<file path="src/rtl/sonar_pkg.sv">
// rtl/sonar_pkg.sv - register map, control/status bit indices and bus width for echo capture
package sonar_pkg;

  localparam int BUS_WIDTH = 16;

  typedef logic [BUS_WIDTH-1:0] bus_word_t;

  localparam logic [3:0] ADR_STATUS   = 4'd0;
  localparam logic [3:0] ADR_HEAD_HI  = 4'd1;
  localparam logic [3:0] ADR_HEAD_LO  = 4'd2;
  localparam logic [3:0] ADR_CTRL     = 4'd3;
  localparam logic [3:0] ADR_ARMED    = 4'd4;
  localparam logic [3:0] ADR_TIMER_LO = 4'd5;
  localparam logic [3:0] ADR_TIMER_HI = 4'd6;

  localparam int CTRL_EN      = 0;
  localparam int CTRL_IRQ_EN  = 1;
  localparam int CTRL_CLR_OVF = 2;
  localparam int CTRL_FLUSH   = 3;

  localparam int ST_EMPTY  = 6;
  localparam int ST_FULL   = 7;
  localparam int ST_OVF    = 8;
  localparam int ST_TS_SAT = 9;

endpackage

</file>
<file path="src/rtl/echo_capture_if.sv">
// rtl/echo_capture_if.sv - CPU register bus between firmware master and the echo capture slave
interface echo_capture_if;
  import sonar_pkg::*;

  logic      wb_valid_i;
  logic [3:0] wbs_adr_i;
  bus_word_t wbs_dat_i;
  logic      wbs_strb_i;
  logic      wbs_ack_o;
  bus_word_t wbs_dat_o;

  modport master (
    output wb_valid_i, wbs_adr_i, wbs_dat_i, wbs_strb_i,
    input  wbs_ack_o, wbs_dat_o
  );

  modport slave (
    input  wb_valid_i, wbs_adr_i, wbs_dat_i, wbs_strb_i,
    output wbs_ack_o, wbs_dat_o
  );

endinterface

</file>
<file path="src/rtl/capture_fifo.sv">
// rtl/capture_fifo.sv - timestamp FIFO; a pop in the same cycle frees room for a push when full
module capture_fifo #(
  parameter int WIDTH = 28,
  parameter int DEPTH = 8,
  localparam int AW = $clog2(DEPTH),
  localparam int CW = $clog2(DEPTH + 1)
) (
  input  logic             clk_i,
  input  logic             rst_n_i,
  input  logic             push_i,
  input  logic [WIDTH-1:0] data_i,
  input  logic             pop_i,
  input  logic             flush_i,
  output logic [CW-1:0]    count_o,
  output logic             full_o,
  output logic             empty_o,
  output logic [WIDTH-1:0] head_o
);

  logic [WIDTH-1:0] mem_q [DEPTH];
  logic [AW-1:0]    wr_q, wr_d, rd_q, rd_d;
  logic [CW-1:0]    cnt_q, cnt_d;
  logic             do_push, do_pop;

  assign empty_o = (cnt_q == '0);
  assign full_o  = (cnt_q == CW'(DEPTH));
  assign count_o = cnt_q;
  assign head_o  = mem_q[rd_q];
  assign do_pop  = pop_i & ~empty_o;
  assign do_push = push_i & (~full_o | do_pop);

  always_comb begin
    wr_d  = wr_q;
    rd_d  = rd_q;
    cnt_d = cnt_q;
    if (flush_i) begin
      wr_d  = '0;
      rd_d  = '0;
      cnt_d = '0;
    end else begin
      if (do_push) wr_d = wr_q + AW'(1);
      if (do_pop)  rd_d = rd_q + AW'(1);
      cnt_d = cnt_q + CW'(do_push) - CW'(do_pop);
    end
  end

  always_ff @(posedge clk_i or negedge rst_n_i) begin
    if (!rst_n_i) begin
      wr_q  <= '0;
      rd_q  <= '0;
      cnt_q <= '0;
    end else begin
      wr_q  <= wr_d;
      rd_q  <= rd_d;
      cnt_q <= cnt_d;
    end
  end

  always_ff @(posedge clk_i) begin
    if (do_push && !flush_i) mem_q[wr_q] <= data_i;
  end

endmodule

</file>
<file path="src/rtl/echo_capture.sv">
// rtl/echo_capture.sv - timestamps the first echo per channel after a ping and queues it for the CPU
module echo_capture
  import sonar_pkg::*;
#(
  parameter int NUM_CH = 6,
  parameter int TS_W   = 24,
  parameter int DEPTH  = 8
) (
  input  logic              wb_clk_i,
  input  logic              wb_rst_n,
  echo_capture_if.slave     bus,
  input  logic [NUM_CH-1:0] cmp_i,
  input  logic              ce_pcm,
  input  logic              mclear,
  output logic              irq_o
);

  localparam int EW = 4 + TS_W;
  localparam int CW = $clog2(DEPTH + 1);
  localparam logic [TS_W-1:0] TS_MAX = '1;

  logic [TS_W-1:0]   timer_q, timer_d;
  logic              ts_sat_q, ts_sat_d, ovf_q, ovf_d;
  logic [NUM_CH-1:0] armed_q, armed_d, pending_q, pending_d, cmp_q;
  logic [NUM_CH-1:0] rise, cap, grant;
  logic [TS_W-1:0]   ts_hold_q [NUM_CH];
  logic              en_q, irq_en_q, clr_q, flush_q, valid_q, ack_q;
  bus_word_t         rdata_q, rdata_d, reg_mux;
  logic              start, rd_en, wr_en, ctrl_wr, pop_req, push_req, fifo_push;
  logic [3:0]        push_ch;
  logic [TS_W-1:0]   push_ts;
  logic [CW-1:0]     count;
  logic              full, empty;
  logic [EW-1:0]     head;
  logic              unused_wdata;

  // Only the first cycle of a held valid is acted on.
  assign start   = bus.wb_valid_i & ~valid_q;
  assign rd_en   = start & ~bus.wbs_strb_i;
  assign wr_en   = start & bus.wbs_strb_i;
  assign ctrl_wr = wr_en & (bus.wbs_adr_i == ADR_CTRL);
  assign pop_req = rd_en & (bus.wbs_adr_i == ADR_HEAD_LO);
  assign unused_wdata = ^bus.wbs_dat_i[BUS_WIDTH-1:4];

  assign rise = cmp_i & ~cmp_q;
  assign cap  = mclear ? '0 : (rise & armed_q & {NUM_CH{en_q}});

  // Downward scan so the lowest pending channel wins.
  always_comb begin
    push_req = 1'b0;
    push_ch  = '0;
    push_ts  = '0;
    grant    = '0;
    for (int i = NUM_CH - 1; i >= 0; i--) begin
      if (pending_q[i]) begin
        push_req = 1'b1;
        push_ch  = 4'(i);
        push_ts  = ts_hold_q[i];
        grant    = '0;
        grant[i] = 1'b1;
      end
    end
  end

  assign fifo_push = push_req & ~flush_q;

  capture_fifo #(.WIDTH(EW), .DEPTH(DEPTH)) u_fifo (
    .clk_i   (wb_clk_i),
    .rst_n_i (wb_rst_n),
    .push_i  (fifo_push),
    .data_i  ({push_ch, push_ts}),
    .pop_i   (pop_req),
    .flush_i (flush_q),
    .count_o (count),
    .full_o  (full),
    .empty_o (empty),
    .head_o  (head)
  );

  always_comb begin
    timer_d = timer_q;
    if (mclear)                                        timer_d = '0;
    else if (en_q && ce_pcm && (timer_q != TS_MAX))    timer_d = timer_q + TS_W'(1);
    ts_sat_d  = ~clr_q & (ts_sat_q | (timer_q == TS_MAX));
    ovf_d     = ~clr_q & (ovf_q | (fifo_push & full & ~(pop_req & ~empty)));
    armed_d   = mclear ? '1 : (armed_q & ~cap);
    pending_d = (mclear || flush_q) ? cap : ((pending_q & ~grant) | cap);
  end

  always_comb begin
    reg_mux = '0;
    case (bus.wbs_adr_i)
      ADR_STATUS: begin
        reg_mux[5:0]      = 6'(count);
        reg_mux[ST_EMPTY] = empty;
        reg_mux[ST_FULL]  = full;
        reg_mux[ST_OVF]   = ovf_q;
        reg_mux[ST_TS_SAT] = ts_sat_q;
      end
      ADR_HEAD_HI:  if (!empty) reg_mux = {head[EW-1 -: 4], 12'(head[TS_W-1:16])};
      ADR_HEAD_LO:  if (!empty) reg_mux = head[15:0];
      ADR_CTRL: begin
        reg_mux[CTRL_EN]     = en_q;
        reg_mux[CTRL_IRQ_EN] = irq_en_q;
      end
      ADR_ARMED:    reg_mux = BUS_WIDTH'(armed_q);
      ADR_TIMER_LO: reg_mux = timer_q[15:0];
      ADR_TIMER_HI: reg_mux = BUS_WIDTH'(timer_q[TS_W-1:16]);
      default:      reg_mux = '0;
    endcase
    rdata_d = rd_en ? reg_mux : '0;
  end

  always_ff @(posedge wb_clk_i or negedge wb_rst_n) begin
    if (!wb_rst_n) begin
      timer_q   <= '0;
      ts_sat_q  <= 1'b0;
      ovf_q     <= 1'b0;
      armed_q   <= '0;
      pending_q <= '0;
      cmp_q     <= '0;
      en_q      <= 1'b0;
      irq_en_q  <= 1'b0;
      clr_q     <= 1'b0;
      flush_q   <= 1'b0;
      valid_q   <= 1'b0;
      ack_q     <= 1'b0;
      rdata_q   <= '0;
      for (int i = 0; i < NUM_CH; i++) ts_hold_q[i] <= '0;
    end else begin
      timer_q   <= timer_d;
      ts_sat_q  <= ts_sat_d;
      ovf_q     <= ovf_d;
      armed_q   <= armed_d;
      pending_q <= pending_d;
      cmp_q     <= cmp_i;
      valid_q   <= bus.wb_valid_i;
      ack_q     <= start;
      rdata_q   <= rdata_d;
      clr_q     <= ctrl_wr & bus.wbs_dat_i[CTRL_CLR_OVF];
      flush_q   <= ctrl_wr & bus.wbs_dat_i[CTRL_FLUSH];
      if (ctrl_wr) begin
        en_q     <= bus.wbs_dat_i[CTRL_EN];
        irq_en_q <= bus.wbs_dat_i[CTRL_IRQ_EN];
      end
      for (int i = 0; i < NUM_CH; i++) begin
        if (cap[i]) ts_hold_q[i] <= timer_q;
      end
    end
  end

  assign bus.wbs_ack_o = ack_q;
  assign bus.wbs_dat_o = rdata_q;
  assign irq_o         = irq_en_q & ~empty;

endmodule

</file>
<file path="src/flat_wrapper.sv">
// flat-port wrapper written by rule: the top's interface ports become plain ports
module echo_capture_flat import sonar_pkg::*;
#(
  parameter int NUM_CH = 6,
  parameter int TS_W   = 24,
  parameter int DEPTH  = 8
)
  (wb_clk_i, wb_rst_n, cmp_i, ce_pcm, mclear, irq_o, bus_wb_valid_i, bus_wbs_adr_i, bus_wbs_dat_i, bus_wbs_strb_i, bus_wbs_ack_o, bus_wbs_dat_o);
  echo_capture_if bus_i ();
  input  logic wb_clk_i;
  input  logic wb_rst_n;
  input  logic [NUM_CH-1:0] cmp_i;
  input  logic ce_pcm;
  input  logic mclear;
  output logic irq_o;
  input wire logic [$bits(bus_i.wb_valid_i)-1:0] bus_wb_valid_i;
  input wire logic [$bits(bus_i.wbs_adr_i)-1:0] bus_wbs_adr_i;
  input wire logic [$bits(bus_i.wbs_dat_i)-1:0] bus_wbs_dat_i;
  input wire logic [$bits(bus_i.wbs_strb_i)-1:0] bus_wbs_strb_i;
  output wire logic [$bits(bus_i.wbs_ack_o)-1:0] bus_wbs_ack_o;
  output wire logic [$bits(bus_i.wbs_dat_o)-1:0] bus_wbs_dat_o;
  assign bus_i.wb_valid_i = bus_wb_valid_i;
  assign bus_i.wbs_adr_i = bus_wbs_adr_i;
  assign bus_i.wbs_dat_i = bus_wbs_dat_i;
  assign bus_i.wbs_strb_i = bus_wbs_strb_i;
  assign bus_wbs_ack_o = bus_i.wbs_ack_o;
  assign bus_wbs_dat_o = bus_i.wbs_dat_o;
  echo_capture #(.NUM_CH(NUM_CH), .TS_W(TS_W), .DEPTH(DEPTH)) u_core (.wb_clk_i(wb_clk_i), .wb_rst_n(wb_rst_n), .bus(bus_i), .cmp_i(cmp_i), .ce_pcm(ce_pcm), .mclear(mclear), .irq_o(irq_o));
endmodule
</file>
<file path="config.mk">
export PLATFORM = sky130hd
export DESIGN_NAME = echo_capture_flat
export DESIGN_NICKNAME = d
export VERILOG_FILES = /design/src/rtl/sonar_pkg.sv /design/src/rtl/echo_capture_if.sv /design/src/rtl/capture_fifo.sv /design/src/rtl/echo_capture.sv /design/src/flat_wrapper.sv
export SDC_FILE = /design/constraint.sdc
export NUM_CORES = 1
export LEC_CHECK = 0
export CORE_UTILIZATION = 62
export DETAILED_ROUTE_END_ITERATION = 16
export PLACE_DENSITY = 0.79
export SETUP_SLACK_MARGIN = 0.2
export SLEW_MARGIN = 20
export SYNTH_ARGS = -nofsm -noshare
export SYNTH_HDL_FRONTEND = slang
export SYNTH_HIERARCHICAL = 1
export SYNTH_SLANG_ARGS = --single-unit
</file>
<file path="constraint.sdc">
create_clock -name wb_clk_i -period 6.1 [get_ports wb_clk_i]
set_input_delay 0.915 -clock wb_clk_i [delete_from_list [all_inputs] [get_ports wb_clk_i]]
set_output_delay 0.915 -clock wb_clk_i [all_outputs]
set_load 0.01 [all_outputs]
</file>
Word-level counts from Yosys, hierarchy flattened
Memory sizes are Yosys's and may differ from the RTL's. Cells that the tools add are included.

Muxes and demuxes: 42. Equal/unequal tests: 9. Add/sub/neg operators: 5. Bitwise gates (word level): 34. Reductions and logical operators: 10.

Operators by type and width (count): 24-bit two-way mux (8); 6-bit two-way mux (9); 16-bit two-way mux (3); 8-bit case mux with 6 select lines (1); 6-bit AND (5); 3-bit two-way mux (10); 24-bit by 1-bit adder with 24-bit output, second input constant (1); 24-bit == test, second input constant (1); 24-bit inequality test, second input constant (1); 6-bit inverter (3); 6-bit case mux with 3 select lines (1); 1-bit AND (15); 2-bit case mux with 7 select lines (1); 4-bit by 3-bit == test with 1-bit output, second input constant (3); 4-bit by 2-bit == test with 1-bit output, second input constant (2); 4-bit zero test (2); 1-bit two-way mux (8); 1-bit inverter (7); 3-bit by 1-bit adder with 3-bit output, second input constant (2); 6-bit bitwise OR (1); 2-bit nonzero test (3); 4-bit by 1-bit adder with 4-bit output (1); 4-bit by 1-bit == test with 1-bit output, second input constant (1); 4-bit == test, second input constant (1); 6 further kinds (10).

Word-level logic and storage cells: 123. Output and inout bits: 18. Memories: 1. Bits in registers: 220. RAM bits: 216.

Memories: u_core.u_fifo.mem_q (words 8, width 27, rd ports 1, clocked after Yosys merged registers in 0, wr ports 1, line capture_fifo.sv:20) `logic [WIDTH-1:0] mem_q [DEPTH];`.

Depth between registers and ports, before layout
Gate-level depths: netlist of run 1.

Depth in word-level cells: 11. Mapped depth: 11.

Hierarchy
The synthesis of run 1 kept the hierarchy.

Modules (own cells, without submodules): echo_capture (cells each 878, times used 1, area each 9834.4 µm²); capture_fifo (cells each 408, times used 1, area each 9161.3 µm²).

Worst setup path after synthesis of run 1
Ideal clock, no wire load.

Kind: input to register. Start: input port bus_wbs_strb_i. End: memory u_core/u_fifo/mem_q[2][0] in the netlist's numbering (enable). Stages: 5. Data required time: 5.606 ns. Slack: 0.424 ns. Buffers on the path: 0. Data arrival time: 5.182 ns. Path through: or3b_2 nor3_1 nor2b_1 nor2_1 nor4b_1.

Cells in the longest elaborated chain, start to end: 9.

Ends and longest elaborated chain: from (decl) (line flat_wrapper.sv:19) `input wire logic [$bits(bus_i.wbs_strb_i)-1:0] bus_wbs_strb_i;`; 1-bit inverter (line echo_capture.sv:39) `assign rd_en = start & ~bus.wbs_strb_i;`; 1-bit AND (line echo_capture.sv:39); 1-bit AND (line echo_capture.sv:42) `assign pop_req = rd_en & (bus.wbs_adr_i == ADR_HEAD_LO);`; named net u_core.pop_req (line echo_capture.sv:29) `logic start, rd_en, wr_en, ctrl_wr, pop_req, push_req, fifo_push;`; 1-bit AND (line capture_fifo.sv:29) `assign do_pop = pop_i & ~empty_o;`; 1-bit bitwise OR (line capture_fifo.sv:30) `assign do_push = push_i & (~full_o | do_pop);`; 1-bit AND (line capture_fifo.sv:30); 1-bit logical AND (line capture_fifo.sv:60) `if (do_push && !flush_i) mem_q[wr_q] <= data_i;`; 1-bit two-way mux (line capture_fifo.sv:60); 1-bit two-way mux (implied by the code) (line capture_fifo.sv:60); to (decl) (line capture_fifo.sv:20).

The timed path passes the listed nets, and every way through them passes these cells.

Final worst setup path of run 1
Start: input port bus_wbs_adr_i[0]. End: memory u_core/u_fifo/mem_q[2][8] in the netlist's numbering (enable).

Cells in the longest elaborated chain, start to end: 8.

Ends and longest elaborated chain: from (decl) (line flat_wrapper.sv:17) `input wire logic [$bits(bus_i.wbs_adr_i)-1:0] bus_wbs_adr_i;`; 4-bit by 2-bit == test with 1-bit output (line echo_capture.sv:42); 1-bit AND (line echo_capture.sv:42); named net u_core.pop_req (line echo_capture.sv:29); 1-bit AND (line capture_fifo.sv:29); 1-bit bitwise OR (line capture_fifo.sv:30); 1-bit AND (line capture_fifo.sv:30); 1-bit logical AND (line capture_fifo.sv:60); 1-bit two-way mux (line capture_fifo.sv:60); 1-bit two-way mux (implied by the code) (line capture_fifo.sv:60).

The timed path passes the listed nets, and every way through them passes these cells.

==> metrics.yaml, run 1 <==
root_buffer: "clkbuf_16"
synth_flop_cell: "edfxtp_1"
drt-initial-drc-count: 1338
dieArea_sq_mm: 0.0313
power.switching_mw: 1.67
ant_nets: 0
fin_crit_sh_pct: 67.0
cts_made_buffers: 45
hold_class: "in2async"
cts_resized: 0
io_pins: 50
slowest_stage: "clkdlybuf4s50_1"
final_hold_viol_count: 0
rsz0062_at_grt: "no"
worst_ep_arrival_time_ps: 4270
postSynthCellCount: 1286
synth_top_area_share_pct: 35.4
grt_antenna_before_repair: 0
max_cap_violations: 0
fp.dieH_microns: 177
maxSlewViolCount: 0
firstDrtPassIters: 6
vias_per_cell: 6.63
p_leak_nw: 8.24
final.setup.tns_ps: 0
swShare_pct: 24.3
insertion_delay_ps: 550
synth_top_area_cell: "edfxtp_1"
finalSetupViolCount: 0
end_kind: "flip-flop"
post-cts-setup-buffers: 0
overflow: 0
path_buf_inv: 2
gp_congestion: 0.847
cts_tree: "yes"
io_buffers: 37
ys_types: 64
ys_warn_count: 6
skew_ps: 12.8
synthArstFlopShare_pct: 49.5
clk_pin_slew_ps: 50
syn-cell-area_sq_mm: 0.0190
intPower_mw: 5.19
synth_edf_count: 224
final_core_util_pct: 70.7
vias: 11400
status: "completed"
core_sq_mm: 0.0299
place_hpwl_microns: 25800
power_density_mw_per_mm2: 324
synth.top_cells.by_count: "edfxtp_1, dfrtp_1, mux2_2, clkbuf_1, a21oi_1"
drc: 0
grt_max_degree: 106
yosys-top-cells-area: "edfxtp_1, dfrtp_1, mux2_2"
start_kind: "input port"
synth.most_common_cell: "edfxtp_1"
synth_area_per_cell_sq_um: 14.8
diodes: 0
drt-total-wl_microns: 43800
ctsHoldBuffers: 0
n_fill_cell: 1959
globalRouteTotalUtil_pct: 29.1
cts_htree_levels: 2
timing.fmax_mhz: 245
area_growth_pct: 11.2
criticalPathCategory: "in2reg"
nets: 1345
pwr-share-clk_pct: 38.0
clockBufferDepth: 3
tightestPinTransition_ps: 1100
max_stage_delay_ps: 840
initial_core_util_pct: 63.6
grt_pass1_wl_microns: 67300
p_seq_share_pct: 50.4
die_w_microns: 177
row_count: 63
wire_per_inst_microns: 25.4
period_minus_slack_ps: 4090
slew_headroom_pct: 26.3
combPwrFrac_pct: 11.6
drive_gt1_share_pct: 26.5
crit_family: "simple AND/OR/NAND/NOR gates"
crit_fanout: 28
cts_sinks: 444
synth_seq_cells: 444
path_cells: "clkdlybuf4s50_1 > nand2b_1 > nor3_1 > nor2b_1 > nor2_1 > nor4b_2 > buf_4"
max-vdd-ir-drop_uv: 254
grt_pass1_vias: 11700
required_ps: 6280
ys_seq_area_share_pct: 64.4
kinds of logic after synthesis:
kind of cell               after synthesis  synth area share, %
buffers and inverters                  136                 3.00
muxes                                  235                 17.2
and+or+nand+nor                        246                 7.11
AOI/OAI and AO/OA                      214                 7.61
xor gates and xnor gates                 1               0.0461
DFF                                    444                 64.4
adders and majority gates                9                0.632
other                                    1               0.0197
path summary, 6_finish.rpt:
kind	endpoint	depth (start not counted)	from	slack (ps)
setup / recovery	u_core/u_fifo/mem_q[2][8]	7	bus_wbs_adr_i[0]	2010
hold reg to reg	u_core/bus.wbs_ack_o	1	u_core/valid_q	460
max in group asynchronous	u_core/timer_q[5]	2	wb_rst_n	4250
min in group wb_clk_i	u_core/bus.wbs_ack_o	1	u_core/valid_q	460
hold / removal	u_core/ts_hold_q[117]	1	wb_rst_n	380
setup reg to reg	u_core/u_fifo/mem_q[3][4]	5	u_core/pending_q[0]	2370
routing by layer:
metal / routed length (microns) / global-route usage (%)
met5: 0 / 0
met2: 20900 / 46.1
met1: 17700 / 40.4
met3: 3880 / 5.97
met4: 1330 / 10.2
power groups by stage:
stage | combinational, mW | sequential, mW | clock, mW
2_1_floorplan | 0.611 | 3.43 | 0
3_3_place_gp | 0.753 | 3.50 | 0
3_5_place_dp | 0.777 | 3.51 | 0
4_1_cts | 0.792 | 3.46 | 2.64
5_1_grt | 0.860 | 3.47 | 2.76
6_report | 0.793 | 3.46 | 2.61
layout make-up:
type / instances / area, sq um / share of cell area (%)
Clock buffer: 68 / 1290 / 6.12
Multi-Input combinational cell: 713 / 6280 / 29.7
Clock inverter: 13 / 114 / 0.539
Tap cell: 390 / 488 / 2.31
Inverter: 34 / 128 / 0.604
Timing Repair Buffer: 66 / 588 / 2.78
Sequential cell: 444 / 12200 / 57.9
cells in the final DEF (no fill, tap or decap), types with 8 or more instances in the layout:
cell,synthesis,final
buf_4,0,29
mux2_2,166,166
a21oi_1,65,65
clkbuf_16,0,45
inv_1,33,33
a221oi_1,24,24
o21ai_0,28,28
ha_1,8,8
nand3_1,11,11
clkdlybuf4s50_1,0,35
clkbuf_8,0,8
nand4_1,9,9
conb_1,1,8
nand2_1,58,58
o22ai_1,24,24
nor2b_1,28,27
nand2b_1,11,11
a211o_1,24,24
nor2_1,61,61
edfxtp_1,224,224
a22oi_1,8,8
mux4_2,56,56
nor4_1,10,8
dfrtp_1,220,216
nor3_1,14,9
mux2i_1,9,9
clkbuf_1,70,15
a222oi_1,10,10
through the flow:
step	power, mW	worst slack, ps	std cells	hold slack (ps)	area [sq um]
2_1_floorplan	4.04	424	1293	404	19000
3_3_place_gp	4.26	1720	1647	425	19700
3_5_place_dp	4.29	1600	1647	460	19700
4_1_cts	6.89	2110	1728	443	21100
5_1_grt	7.09	1840	1728	457	21100
6_report	6.86	2010	1728	382	21100
state kept, by name, summed over array words and instances, names as in the netlist:
register,flops
u_core/clr_q,1
u_core/u_fifo/rd_q,3
u_core/ovf_q,1
u_core/armed_q,6
u_core/en_q,1
u_core/timer_q,24
u_core/flush_q,1
u_core/u_fifo/count_o,4
u_core/bus.wbs_ack_o,1
u_core/valid_q,1
u_core/pending_q,6
u_core/bus.wbs_dat_o,16
u_core/irq_en_q,1
u_core/ts_sat_q,1
u_core/u_fifo/wr_q,3
u_core/ts_hold_q,144
u_core/cmp_q,6
u_core/u_fifo/mem_q,224
(Power assumes the default switching activity.)
==> run 2, diff against run 1 <==
Settings changed: CORE_UTILIZATION 62 to 56, PLACE_DENSITY 0.79 to 0.75.
Clock period 6.1 ns to 3.37 ns, I/O delays scaled along.
==> run 2 against run 1 <==
Effect of this change: the flow now finishes with violations (hold timing); highest routed layer unchanged; core utilization is 5.9 points lower; power rose by 86%; critical path type unchanged; critical path depth is the same; worst setup slack worse by 1500 ps; register-to-register slack lost 1700 ps.
==> metrics.yaml, run 2 (same netlist as run 1, synthesis figures left out) <==
initial_core_util_pct: 56.8  # was 63.6%
vias: 11400  # about the same
io_buffers: 37  # unchanged
grt_max_degree: 98  # was 106
cts_resized: 0  # unchanged
slowest_stage: "or3b_2"  # was clkdlybuf4s50_1
firstDrtPassIters: 6  # unchanged
skew_ps: 19.8  # was 12.8 ps
drt-total-wl_microns: 43800  # about the same
cts_htree_levels: 2  # unchanged
status: "finished with violations"  # was completed
nets: 1373  # was 1345
wire_per_inst_microns: 24.1  # was 25.4 microns
cts_made_buffers: 45  # unchanged
cts_tree: "yes"  # unchanged
grt_antenna_before_repair: 0  # unchanged
grt_pass1_wl_microns: 66900  # was 67300 microns
required_ps: 3600  # was 6280 ps
start_kind: "input port"  # unchanged
clockBufferDepth: 3  # unchanged
vias_per_cell: 6.29  # was 6.63
regMostFlops: "u_core/u_fifo/mem_q"  # unchanged
drc: 0  # unchanged
path_cells: "clkdlybuf4s50_1 > or3b_2 > nor3_1 > nor2b_2 > o21ai_0 > nor3_4 > buf_4"  # was clkdlybuf4s50_1 > nand2b_1 > nor3_1 > nor2b_1 > nor2_1 > nor4b_2 > buf_4
cts_sinks: 444  # unchanged
max_cap_violations: 0  # unchanged
tightestPinTransition_ps: 892  # was 1100 ps
end_kind: "flip-flop"  # unchanged
insertion_delay_ps: 550  # about the same
ctsHoldBuffers: 0  # unchanged
grt_pass1_vias: 11300  # was 11700
finalSetupViolCount: 0  # unchanged
maxSlewViolCount: 0  # unchanged
crit_fanout: 12  # was 28
slew_headroom_pct: 40.5  # was 26.3%
clk_pin_slew_ps: 60  # was 50 ps
io_pins: 50  # unchanged
final_common_cell: "edfxtp_1"  # unchanged
p_leak_nw: 8.47  # was 8.24 nW
gp_congestion: 0.889  # was 0.847
most-common-layout-cells: "edfxtp_1, dfrtp_1, mux2_2, a21oi_1, nor2_1"  # unchanged
fin_crit_sh_pct: 84.1
row_count: 67  # was 63
violations: "hold timing"
dieArea_sq_mm: 0.0347  # was 0.0313 sq mm
ant_nets: 0  # unchanged
final.setup.tns_ps: 0  # unchanged
post-cts-setup-buffers: 0  # unchanged
core_sq_mm: 0.0334  # was 0.0299 sq mm
drive_gt1_share_pct: 28.3  # was 26.5%
hold_slack_ps: -46.1  # was 382 ps
die_w_microns: 186  # was 177 microns
root_buffer: "clkbuf_16"  # unchanged
n_fill_cell: 2337  # was 1959
largest_reg_flops: 224  # unchanged
max-vdd-ir-drop_uv: 488  # was 254 uV
top_regs: "u_core/u_fifo/mem_q x224, u_core/ts_hold_q x144, u_core/timer_q x24"  # unchanged
final_hold_viol_count: 34  # was 0
diodes: 0  # unchanged
fp.dieH_microns: 186  # was 177 microns
max_stage_delay_ps: 530  # was 840 ps
final_core_util_pct: 64.9  # was 70.7%
globalRouteTotalUtil_pct: 26.3  # was 29.1%
rsz0062_at_grt: "no"  # unchanged
place_hpwl_microns: 26900  # was 25800 microns
overflow: 0  # unchanged
timing.fmax_mhz: 353
worst_ep_arrival_time_ps: 3070  # was 4270 ps
drt-initial-drc-count: 1123  # was 1338
criticalPathCategory: "in2reg"  # unchanged
power_density_mw_per_mm2: 587  # was 324 mW/mm^2
hold_class: "in2async"  # unchanged
area_growth_pct: 14.2  # was 11.2%
period_minus_slack_ps: 2830
## run 2: cell types whose count changed in the layout (fill, tap and decap cells not counted), sizes merged
cell	previous run	this run
buf	31	59
clkinv	12	18
bufinv	1	3
inv	34	35
clkbuf	68	62
## run 2: layout make-up
cell class              instances  area, sq um  share of cell area [%]
well taps                     448          561                    2.58
clock buffers                  62         1290                    5.96
inverters                      34          128                   0.588
multi-input cells             713         6340                    29.2
clock inverters                22          186                   0.859
flip-flops and latches        444        12200                    56.4
repair buffers                 94          948                    4.37
## run 2: power by group
part	total (mW)	internal [mW]	switching (mW)
logic	1.54	0.704	0.833
registers	6.26	6.02	0.236
clock network	4.95	2.91	2.03
total	12.7	9.64	3.10
## run 2: per-layer routing
layer	global-route usage [%]	part of all wire (%)	vias to the layer above
met5	0	0	-
met4	7.90	2.9	0
met3	5.00	8.1	106
met2	41.7	47	505
met1	37.4	42	5834
li1	-	-	4980
## run 2: per-stage QoR
step	std cells	instance area (sq um)	hold slack [ps]	power, mW	setup WS [ps]
after floorplan	1293	19100	210	7.37	36.5
after global placement	1733	20200	415	7.85	29.2
after detailed placement	1733	20200	424	7.90	-17.5
after CTS	1817	21700	8.65	12.8	558
after global routing	1817	21700	20.3	13.2	407
final	1817	21700	-46.1	12.7	536
## run 2: critical path, delay by kind of cell
kind	cells	cell delay (ps)
buf+inv	2	770
simple gates	4	1520
compound gates	1	250
## run 2: path summary, 6_finish.rpt
path	slack, ps	endpoint	depth (start not counted)	start
worst max-delay path	540	u_core/u_fifo/mem_q[4][8]	7	bus_wb_valid_i
worst min-delay path	-50	u_core/ts_hold_q[27]	1	wb_rst_n
worst max register to register	640	u_core/u_fifo/mem_q[4][8]	6	u_core/valid_q
worst min register to register	440	u_core/bus.wbs_ack_o	1	u_core/valid_q
max in group asynchronous	2470	u_core/ts_hold_q[66]	2	wb_rst_n
min in group wb_clk_i	430	u_core/cmp_q[3]	1	cmp_i[3]
==> run 3, diff against run 2 <==
Clock period 3.37 ns to 2.39 ns, I/O delays scaled along.
==> run 3 against run 2 <==
Effect of this change: the flow now finishes without violations; clock-buffer cell count stayed put; combinational power is 100% higher; cell area is 8.2% higher; clock power is 49% higher; worst setup slack worse by 470 ps; cell count is 7.5% higher; register-to-register slack worse by 570 ps; global-route usage is 2.8 points higher; non-clock buffer count is 136 higher; first-iteration DRC count is 35% higher; clock skew is 11 ps higher; largest cell class unchanged.
==> metrics.yaml, run 3 (same netlist as run 1, synthesis figures left out) <==
vias_per_cell: 6.38  # was 6.29
worst_ep_arrival_time_ps: 2790  # was 3070 ps
largest_reg_flops: 224  # unchanged
max_stage_delay_ps: 540  # was 530 ps
grt_antenna_before_repair: 1  # was 0
required_ps: 2860  # was 3600 ps
skew_ps: 30.6  # was 19.8 ps
most-common-layout-cells: "edfxtp_1, dfrtp_1, mux2_2, buf_4, a21oi_1"  # was edfxtp_1, dfrtp_1, mux2_2, a21oi_1, nor2_1
p_leak_nw: 9.38  # was 8.47 nW
ant_nets: 0  # unchanged
firstDrtPassIters: 7  # was 6
timing.fmax_mhz: 430
globalRouteTotalUtil_pct: 29.1  # was 26.3%
dieArea_sq_mm: 0.0347  # unchanged
final_cells: 1954  # was 1817
grt_pass1_vias: 12400  # was 11300
clk_pin_slew_ps: 60  # about the same
initial_core_util_pct: 56.8  # unchanged
cts_sinks: 444  # unchanged
criticalPathCategory: "reg2reg"  # was in2reg
rsz0062_at_grt: "yes"  # was no
wire_per_inst_microns: 26.6  # was 24.1 microns
final.setup.tns_ps: 0  # unchanged
diodes: 0  # unchanged
dp.cells: 1816  # was 1733
core_sq_mm: 0.0334  # unchanged
end_kind: "flip-flop"  # unchanged
io_pins: 50  # unchanged
power_density_mw_per_mm2: 820  # was 587 mW/mm^2
crit_fanout: 7  # was 12
met3_length_microns: 4840  # was 3570 microns
gp_congestion: 0.904  # was 0.889
place_ws_ps: -407  # was -17.5 ps
top_regs: "u_core/u_fifo/mem_q x224, u_core/ts_hold_q x144, u_core/timer_q x24"  # unchanged
dr.max_layer_used: "met4"  # unchanged
worst_slack_ps: 65.4  # was 536 ps
root_buffer: "clkbuf_16"  # unchanged
start_kind: "flip-flop"  # was input port
fin_crit_sh_pct: 97.3
status: "completed"  # was finished with violations
max_cap_violations: 0  # unchanged
regMostFlops: "u_core/u_fifo/mem_q"  # unchanged
period_minus_slack_ps: 2320
io_buffers: 37  # unchanged
drc: 0  # unchanged
cts_made_buffers: 46  # was 45
hold_class: "in2reg"  # was in2async
wl_met1_microns: 20100  # was 18300 microns
row_count: 67  # unchanged
max-vdd-ir-drop_uv: 869  # was 488 uV
area_growth_pct: 23.5  # was 14.2%
path_buf_inv: 2  # unchanged
drive_gt1_share_pct: 36.3  # was 28.3%
fp.dieH_microns: 186  # unchanged
final_common_cell: "edfxtp_1"  # unchanged
overflow: 0  # unchanged
slew_headroom_pct: 54.9  # was 40.5%
grt_max_degree: 64  # was 98
wl_met2_microns: 25200  # was 20600 microns
place_hpwl_microns: 30000  # was 26900 microns
maxSlewViolCount: 0  # unchanged
vias: 12500  # was 11400
grt_pass1_wl_microns: 74100  # was 66900 microns
die_w_microns: 186  # unchanged
cts_htree_levels: 2  # unchanged
tightestPinTransition_ps: 676  # was 892 ps
path_cells: "buf_12 > mux4_2 > mux2_2 > a222oi_1 > buf_4 > nor2_1"  # was clkdlybuf4s50_1 > or3b_2 > nor3_1 > nor2b_2 > o21ai_0 > nor3_4 > buf_4
finalSetupViolCount: 0  # unchanged
insertion_delay_ps: 580  # was 550 ps
drt-initial-drc-count: 1521  # was 1123
crit_family: "multiplexers"  # was simple AND/OR/NAND/NOR gates
drt-total-wl_microns: 52100  # was 43800 microns
final_hold_viol_count: 0  # was 34
n_fill_cell: 2091  # was 2337
slowest_stage: "mux4_2"  # was or3b_2
clockBufferDepth: 3  # unchanged
cts_tree: "yes"  # unchanged
nets: 1510  # was 1373
run 3: cell types whose count changed in the layout (fill, tap and decap cells not counted), moves of 4 or more:
cell / change
clkinv_1: -4
buf_6: +21
mux2_2: -5
clkinv_2: -4
ha_1: -4
clkbuf_16: +12
buf_4: +83
mux2_4: +5
buf_8: +4
buf_12: +13
run 3: worst paths after layout:
kind | startpoint | endpoint | slack [ps] | cells past startpoint
setup / recovery | u_core/u_fifo/rd_q[1] | u_core/bus.wbs_dat_o[9] | 70 | 6
hold / removal | cmp_i[3] | u_core/cmp_q[3] | 260 | 1
setup reg to reg | u_core/u_fifo/rd_q[1] | u_core/bus.wbs_dat_o[9] | 70 | 6
hold reg to reg | u_core/valid_q | u_core/bus.wbs_ack_o | 450 | 1
max in group asynchronous | wb_rst_n | u_core/u_fifo/rd_q[2] | 1390 | 3
min in group asynchronous | wb_rst_n | u_core/u_fifo/rd_q[1] | 280 | 2
run 3: where the power goes:
part / internal [mW] / switching [mW] / total [mW]
sequential: 8.49 / 0.296 / 8.79
clock: 4.27 / 3.09 / 7.36
combinational: 1.51 / 1.57 / 3.08
total: 14.3 / 4.96 / 19.2
run 3: worst reg2reg max path, delay by kind of cell (launching register included):
family                 cells  cell delay, ps
AO/OA/AOI/OAI              1             470
buffers and inverters      2             360
flip-flops                 1             490
multiplexers               2             860
AND/OR/NAND/NOR            1              40
run 3: metrics by stage:
stage	cell area [sq um]	total power [mW]	hold slack (ps)	util, %
after detailed placement	21000	11.3	287	62.7
after floorplan	19200	10.4	62.9	-
after global routing	23500	19.8	268	70.1
final	23500	19.2	262	70.1
after global placement	21000	11.2	286	62.7
after CTS	22700	18.8	247	67.9
run 3: per-layer routing:
metal	track usage, %	up-vias
li1	-	5269
met1	39.3	6358
met2	47.9	706
met3	5.98	138
met4	8.69	0
met5	0	-
run 3: layout make-up:
class                           instances  area [sq um]  share of cell area, %
Multi-Input combinational cell        713          6490                   27.7
Clock inverter                         23           299                   1.27
Tap cell                              448           561                   2.39
Timing Repair Buffer                  230          2490                   10.6
Sequential cell                       444         12200                   52.2
Clock buffer                           62          1250                   5.33
Inverter                               34           128                  0.544
run 3: what timing repair did:
| item | in CTS | in global routing |
|---|---|---|
| pin swaps | 8 | 15 |
| resized for setup | 15 | 43 |
| hold endpoints to repair | 46 | 0 |
| buffers inserted | 14 | 18 |
| hold buffers | 1 | 0 |
| setup endpoints to repair | 147 | 251 |
| cloned | 2 | 18 |
==> patch, RTL diff (config.mk and constraints of run 2) <==
Take the reset off `pending_q` and load it in a clocked block of its own.
--- a/src/rtl/echo_capture.sv
+++ b/src/rtl/echo_capture.sv
@@ -117,7 +117,6 @@
       ts_sat_q  <= 1'b0;
       ovf_q     <= 1'b0;
       armed_q   <= '0;
-      pending_q <= '0;
       cmp_q     <= '0;
       en_q      <= 1'b0;
       irq_en_q  <= 1'b0;
@@ -132,7 +131,6 @@
       ts_sat_q  <= ts_sat_d;
       ovf_q     <= ovf_d;
       armed_q   <= armed_d;
-      pending_q <= pending_d;
       cmp_q     <= cmp_i;
       valid_q   <= bus.wb_valid_i;
       ack_q     <= start;
@@ -149,6 +147,10 @@
     end
   end
 
+  always_ff @(posedge wb_clk_i) begin
+    pending_q <= pending_d;
+  end
+
   assign bus.wbs_ack_o = ack_q;
   assign bus.wbs_dat_o = rdata_q;
   assign irq_o         = irq_en_q & ~empty;
Check against the original RTL: not equivalent (a bounded check fails within 10 cycles, from zero or initial values and one cycle with wb_rst_n low; the reset may be asserted at any time).
==> patch against run 2 <==
Synthesized area is 0.16% lower; design area decreased by 0.52%; worst setup slack got worse by 0.045 ns; via count increased by 0.12%; clock skew increased by 0.00053 ns; core utilization is 0.34 points lower; critical path depth down 1; power shrank 1.2%; sequential cell count stayed put; wire length up 1.6%; critical path type is now register to output pin; highest routed layer is now met5.
==> patch: results (changes against run 2) <==
run_status:
  status: "finished clean"  # was finished, violations left
synth:
  synthDistinctLibCells: 65  # was 64
  synthArstFlopShare: 0.482  # was 0.495
  synthTopCellsByArea: "edfxtp_1, dfrtp_1, mux2_2"  # unchanged
  synth_common_cells: "edfxtp_1, dfrtp_1, mux2_2"  # unchanged
  yosysSeqAreaShare: 0.643  # was 0.644
setup_path:
  cp_top_family: "buffers and inverters"  # was simple AND/OR/NAND/NOR gates
  worstPathArrival_ns: 2.37  # was 3.07 ns
  cp_max_fo: 7  # was 12
power:
  p_seq_w: 0.00625  # was 0.00626 W
  power_leakage_nw: 8.41  # was 8.47 nW
  ir_drop_mv: 0.546  # was 0.488 mV
detailed_routing:
  first_iter_violations: 1015  # was 1123
  drt-met1-wl_um: 18500  # was 18300 µm
  wl_met2_um: 21100  # was 20600 µm
  route.met3.wl_um: 3890  # was 3570 µm
  avgRoutedWirePerCell_um: 24.5  # was 24.1 µm
  highest_layer: "met5"  # was met4
place:
  pre_cts_slack_ns: 0.112  # was -0.0175 ns
  dpl.cell_count: 1734  # was 1733
  dpl.hpwl_um: 27200  # was 26900 µm
sta:
  slew_headroom: 0.349  # was 0.405
  fin_skew_ns: 0.0203  # was 0.0198 ns
layout:
  fillers: 2331  # was 2337
  drive_gt1_frac: 0.284  # was 0.283
  fin_cells: 1816  # was 1817
global_routing:
  grt_max_degree: 94  # was 98
  grt_pass1_vias: 11466  # was 11338
  gr-usage-met2: 0.419  # was 0.417
  grt_util_all_layers: 0.266  # was 0.263
  antenna_found_initial: 2  # was 0
cts:
  cts_buffers: 44  # was 45
==> patch: path summary, 6_finish.rpt <==
check	cells past startpoint	slack, ns	start	end
setup / recovery	6	0.49	u_core/u_fifo/count_o[2]	irq_o
max in group asynchronous	3	1.94	wb_rst_n	u_core/ts_hold_q[16]
min in group asynchronous	2	0.58	wb_rst_n	u_core/ts_hold_q[26]
hold reg to reg	1	0.46	u_core/valid_q	u_core/bus.wbs_ack_o
setup reg to reg	4	0.68	u_core/timer_q[15]	u_core/timer_q[0]
hold / removal	1	0.43	cmp_i[3]	u_core/cmp_q[3]
==> patch: layout make-up <==
| type | count | area [µm²] | share of cell area |
|---|---|---|---|
| Multi-Input combinational cell | 713 | 6340 | 0.294 |
| Clock buffer | 61 | 1230 | 0.0568 |
| Timing Repair Buffer | 96 | 941 | 0.0436 |
| Sequential cell | 444 | 12200 | 0.566 |
| Inverter | 34 | 128 | 0.00591 |
| Clock inverter | 19 | 175 | 0.00812 |
| Tap cell | 448 | 561 | 0.0260 |
| Antenna cell | 1 | 2.50 | 0.000116 |
==> patch: logic make-up (layout without fill, tap and decap cells) <==
| kind of cell | count (synthesis) | after routing | synth area share |
|---|---|---|---|
| DFF | 444 | 444 | 0.643 |
| and+or+nand+nor | 246 | 246 | 0.0713 |
| muxes | 235 | 235 | 0.172 |
| AOI/OAI and AO/OA | 214 | 214 | 0.0762 |
| buffers and inverters | 136 | 210 | 0.0300 |
| adders and majority gates | 9 | 9 | 0.00633 |
| other | 1 | 9 | 0.000198 |
| xor gates and xnor gates | 1 | 1 | 0.000462 |
==> patch: timing repair <==
item,CTS,global route
endpoints found under the setup margin,0,0
hold buffers,1,0
endpoints found under the hold margin,7,0
